`config.mk`:
```
export PLATFORM = sky130hd
export DESIGN_NAME = pipeline_stage_regs
export DESIGN_NICKNAME = d
export VERILOG_FILES = /design/src/rtl/pipeline_stage_regs_pkg.sv /design/src/rtl/stage_reg.sv /design/src/rtl/pipeline_stage_regs.sv
export SDC_FILE = /design/constraint.sdc
export NUM_CORES = 1
export LEC_CHECK = 0
export ABC_AREA = 1
export CAP_MARGIN = 20
export CORE_AREA = 5 5 224 226
export CTS_CLUSTER_DIAMETER = 80
export CTS_CLUSTER_SIZE = 14
export DETAILED_ROUTE_END_ITERATION = 10
export DIE_AREA = 0 0 229 231
export PLACE_DENSITY = 0.52
export RECOVER_POWER = 100
export SLEW_MARGIN = 10
export SYNTH_ARGS = -nofsm -noshare
export SYNTH_HDL_FRONTEND = slang
export SYNTH_SLANG_ARGS = --single-unit
```
`constraint.sdc`:
```
create_clock -name clock -period 0.95 [get_ports clock]
set_input_delay 0.095 -clock clock [delete_from_list [all_inputs] [get_ports clock]]
set_output_delay 0.095 -clock clock [all_outputs]
set_load 0.05 [all_outputs]
```
`src/rtl/pipeline_stage_regs_pkg.sv`:
```
// Shared constants for the pipeline latches and the decode/bypass logic.
//   DataW    : datapath width of every pipeline field (IR, PC, A, B, O, D)
//   NopInstr : instruction word loaded on reset and on bubble insertion
package pipeline_stage_regs_pkg;

    localparam int unsigned DataW = 32;
    localparam logic [DataW-1:0] NopInstr = '0;

endpackage

```
`src/rtl/stage_reg.sv`:
```
// Enable register with synchronous active-high reset. One instance holds one pipeline field.
// Ports:
//   clock : rising-edge clock
//   reset : synchronous, active-high; loads RstVal
//   en    : load enable (0 = hold)
//   d     : next value
//   q     : registered value
module stage_reg #(
    parameter int unsigned W      = 32,
    parameter logic [W-1:0] RstVal = '0
) (
    input  logic         clock,
    input  logic         reset,
    input  logic         en,
    input  logic [W-1:0] d,
    output logic [W-1:0] q
);

    logic [W-1:0] q_d;
    logic [W-1:0] q_q;

    always_comb begin
        q_d = q_q;
        if (en) begin
            q_d = d;
        end
    end

    always_ff @(posedge clock) begin
        if (reset) begin
            q_q <= RstVal;
        end else begin
            q_q <= q_d;
        end
    end

    assign q = q_q;

endmodule

```
`src/rtl/pipeline_stage_regs.sv`:
```
// F/D, D/X and M/W pipeline latches of the 5-stage processor. Each field is a flop with its own
// stage enable; D/X can inject a NOP instruction (bubble) while still loading PC/A/B.
// Ports:
//   clock, reset                     : rising-edge clock, synchronous active-high reset
//   fd_en, fd_ir_in, fd_pc_in        : F/D enable and inputs  -> fd_ir, fd_pc
//   dx_en, dx_bubble, dx_*_in        : D/X enable, bubble and inputs -> dx_ir, dx_pc, dx_a, dx_b
//   mw_en, mw_ir_in, mw_o_in, mw_d_in: M/W enable and inputs -> mw_ir, mw_o, mw_d
// All outputs come straight from flops.
module pipeline_stage_regs
    import pipeline_stage_regs_pkg::*;
#(
    parameter int unsigned  W   = DataW,
    parameter logic [W-1:0] NOP = NopInstr
) (
    input  logic         clock,
    input  logic         reset,
    // F/D
    input  logic         fd_en,
    input  logic [W-1:0] fd_ir_in,
    input  logic [W-1:0] fd_pc_in,
    output logic [W-1:0] fd_ir,
    output logic [W-1:0] fd_pc,
    // D/X
    input  logic         dx_en,
    input  logic         dx_bubble,
    input  logic [W-1:0] dx_ir_in,
    input  logic [W-1:0] dx_pc_in,
    input  logic [W-1:0] dx_a_in,
    input  logic [W-1:0] dx_b_in,
    output logic [W-1:0] dx_ir,
    output logic [W-1:0] dx_pc,
    output logic [W-1:0] dx_a,
    output logic [W-1:0] dx_b,
    // M/W
    input  logic         mw_en,
    input  logic [W-1:0] mw_ir_in,
    input  logic [W-1:0] mw_o_in,
    input  logic [W-1:0] mw_d_in,
    output logic [W-1:0] mw_ir,
    output logic [W-1:0] mw_o,
    output logic [W-1:0] mw_d
);

    // Bubble only replaces the instruction; operands and PC still advance.
    logic [W-1:0] dx_ir_d;

    always_comb begin
        dx_ir_d = dx_ir_in;
        if (dx_bubble) begin
            dx_ir_d = NOP;
        end
    end

    // F/D
    stage_reg #(.W(W), .RstVal(NOP)) u_fd_ir (
        .clock(clock), .reset(reset), .en(fd_en), .d(fd_ir_in), .q(fd_ir)
    );
    stage_reg #(.W(W)) u_fd_pc (
        .clock(clock), .reset(reset), .en(fd_en), .d(fd_pc_in), .q(fd_pc)
    );

    // D/X
    stage_reg #(.W(W), .RstVal(NOP)) u_dx_ir (
        .clock(clock), .reset(reset), .en(dx_en), .d(dx_ir_d), .q(dx_ir)
    );
    stage_reg #(.W(W)) u_dx_pc (
        .clock(clock), .reset(reset), .en(dx_en), .d(dx_pc_in), .q(dx_pc)
    );
    stage_reg #(.W(W)) u_dx_a (
        .clock(clock), .reset(reset), .en(dx_en), .d(dx_a_in), .q(dx_a)
    );
    stage_reg #(.W(W)) u_dx_b (
        .clock(clock), .reset(reset), .en(dx_en), .d(dx_b_in), .q(dx_b)
    );

    // M/W
    stage_reg #(.W(W), .RstVal(NOP)) u_mw_ir (
        .clock(clock), .reset(reset), .en(mw_en), .d(mw_ir_in), .q(mw_ir)
    );
    stage_reg #(.W(W)) u_mw_o (
        .clock(clock), .reset(reset), .en(mw_en), .d(mw_o_in), .q(mw_o)
    );
    stage_reg #(.W(W)) u_mw_d (
        .clock(clock), .reset(reset), .en(mw_en), .d(mw_d_in), .q(mw_d)
    );

endmodule

```
==> flow_metrics.py <==
metrics = {
    "logic_synthesis": {
        "synth_nets": 1547,
        "synth-seq-area-share_pct": 57.8,
        "synth_adder_area_share_pct": 0,
        "netlist_area_sq_um": 9970,
        "post_synth.cell_area_avg_sq_um": 7.95,
        "synthCells": 1253,
        "muxShareOfSynthArea_pct": 0,
        "yosys.area_share.simple_pct": 22.1,
        "synth_compound_area_share_pct": 14.5,
        "synth_cell_types": 11,
        "synthXorXnorAreaFrac_pct": 0,
        "yosys_warnings": 0,
        "synth_top_family_by_area": "simple AND/OR/NAND/NOR gates",
        "synth_seq_cells": 288,
    },
    "sta": {
        "clock_skew_ns": 0,
        "min_period_over_period_pct": 122,
        "rsz0062_at_grt": "yes",
        "fin_setup_tns_ns": -52.71,
        "slew_violations": 0,
        "layout_min_cycle_time_ns": 1.16,
        "tightest_slew_ns": 0.383,
        "finalSetupViolCount": 288,
        "whs_ns": 0.0131,
        "worst_slack_ns": -0.212,
        "max_slew_margin_pct": 74.4,
        "fmax_mhz": 860,
        "hold_viol": 0,
    },
    "die": {
        "ios": 582,
        "rows": 81,
        "core_sq_um": 48100,
        "start_util_pct": 20.7,
        "die_w_microns": 229,
        "die_y_microns": 231,
        "dieArea_sq_um": 52900,
    },
    "cts": {
        "clkSinkCount": 288,
        "cts_max_level": 1,
        "clk_pin_slew_ns": 0.07,
        "cts_tree": "done",
        "numCtsBuffers": 26,
        "clk_latency_ns": 0.55,
        "cts_max_path_buffers": 3,
        "cts-root-buf": "clkbuf_16",
    },
    "final_layout": {
        "layout_commonest_cell": "nand2_1",
        "drive_gt1_share_pct": 38.8,
        "fillers": 4581,
        "nets": 2183,
        "area_delta_synth_final_pct": 113,
        "final_cell_mix": "nand2_1, buf_12, clkdlybuf4s50_1, a21oi_1, dfxtp_2",
        "final_util_pct": 44.0,
    },
    "setup_path": {
        "required_ns": 0.85,
        "crit_chain": "buf_12",
        "critPathTopFamily": "flip-flops",
        "end_kind": "primary output",
        "worstPathArrival_ns": 1.07,
        "slowest_delay_ns": 0.36,
        "crit_fanout": 2,
        "crit_slowest_cell": "dfxtp_2",
        "path_buf_inv": 1,
        "path_class": "reg2out",
        "start_kind": "register",
    },
    "placed_design": {
        "io_buffers": 581,
        "post-dp-hpwl_mm": 33.2,
        "gp_congestion": 0.794,
    },
    "run_status": {
        "status": "complete, but fails checks",
        "violations": "setup timing",
    },
    "global_route": {
        "grt_start_max_net_pins": 77,
        "grt.total_usage_pct": 15.5,
        "grt_pass1_wl_mm": 65.0,
        "antenna_found_initial": 5,
        "grt_overflow": 0,
        "grt_pass1_vias": 10400,
    },
    "route": {
        "wl_per_cell_microns": 17.7,
        "ant_nets": 0,
        "vias_per_cell": 4.23,
        "wl_mm": 44.6,
        "firstDrtPassIters": 6,
        "drc": 0,
        "drtIter0Drc": 430,
        "dr_total_vias": 10600,
    },
    "pwr": {
        "p_leak_uw": 0.00839,
        "p_per_area_nw_per_um2": 1490,
        "ir_drop_v": 0.00118,
    },
    "job": {
        "drv_cap": 0,
    },
    "min_path": {
        "hold_class": "in2reg",
    },
}
-- path summary, 6_finish.rpt --
check	startpoint	end	slack, ns	cells after the start
setup / recovery	u_dx_a.q[31]$_SDFFE_PP0P_	dx_a[31]	-0.21	1
hold / removal	dx_en	u_dx_ir.q[13]$_SDFFE_PP0P_	0.01	4
setup reg to reg	u_mw_o.q[21]$_SDFFE_PP0P_	u_mw_o.q[21]$_SDFFE_PP0P_	0.13	4
hold reg to reg	u_mw_ir.q[9]$_SDFFE_PP0P_	u_mw_ir.q[9]$_SDFFE_PP0P_	0.48	2
-- sequential cells by signal, indices dropped and copies added (netlist names) --
name and flops:
u_dx_a.q 32, u_dx_b.q 32, u_dx_ir.q 32, u_dx_pc.q 32, u_fd_ir.q 32, u_fd_pc.q 32
u_mw_d.q 32, u_mw_ir.q 32, u_mw_o.q 32
-- area by class of cell --
type | instances | area (sq um) | area share [%]
clock inverters | 4 | 41.3 | 0.195
repair buffers | 704 | 9840 | 46.5
clock buffers | 29 | 683 | 3.22
inverters | 4 | 22.5 | 0.106
multi-input cells | 864 | 3640 | 17.2
flip-flops and latches | 288 | 6170 | 29.1
repair inverters | 1 | 5.00 | 0.0236
diodes | 1 | 2.50 | 0.0118
well taps | 622 | 778 | 3.67
-- where the power goes --
group	internal [uW]	total (uW)	switching [uW]
Sequential	12800	13500	673
Combinational	4210	8170	3960
Clock	5110	9810	4700
Total	22100	31500	9340
-- cell families (layout without fill, tap and decap cells) --
logic type / Yosys count / in the layout
AND/OR/NAND/NOR: 576 / 576
other: 0 / 1
flip-flops: 288 / 288
buffers and inverters: 101 / 742
AO/OA/AOI/OAI: 288 / 288
-- Yosys cell counts --
cell        n  area share [%]
a21oi_1   288              14
buf_2      73             3.7
buf_4       9            0.68
buf_6       7            0.79
clkbuf_1    8            0.30
clkinv_2    1           0.050
dfxtp_1   288              58
inv_1       2           0.075
inv_2       1           0.038
nand2_1   544              20
nand3_1    32             1.6
-- per-stage QoR --
stage	cells	power, uW	cell area [sq um]	setup WS, ns
detailed placement	2416	21700	19500	-0.220
floorplan	1253	16800	9970	0.0497
global placement	2416	21600	19500	-0.223
CTS	2471	31900	20800	-0.254
finish	2517	31500	21200	-0.212
global route	2517	32900	21200	-0.264
-- per-layer routing --
metal	GRT usage (%)	vias to the layer above	wire, microns
li1	-	5289	-
met1	17.8	4916	17000
met2	26.8	378	22200
met3	6.47	62	4130
met4	3.83	4	1240
met5	0	-	27
-- repair_timing --
action	4_1_cts	5_1_grt
resized for setup	298	14
buffers inserted	18	42
endpoints found under the setup margin	288	482
gates cloned	0	4
hold endpoints to repair	31	0
hold buffers	4	0
Power figures use the tool's default switching activity.
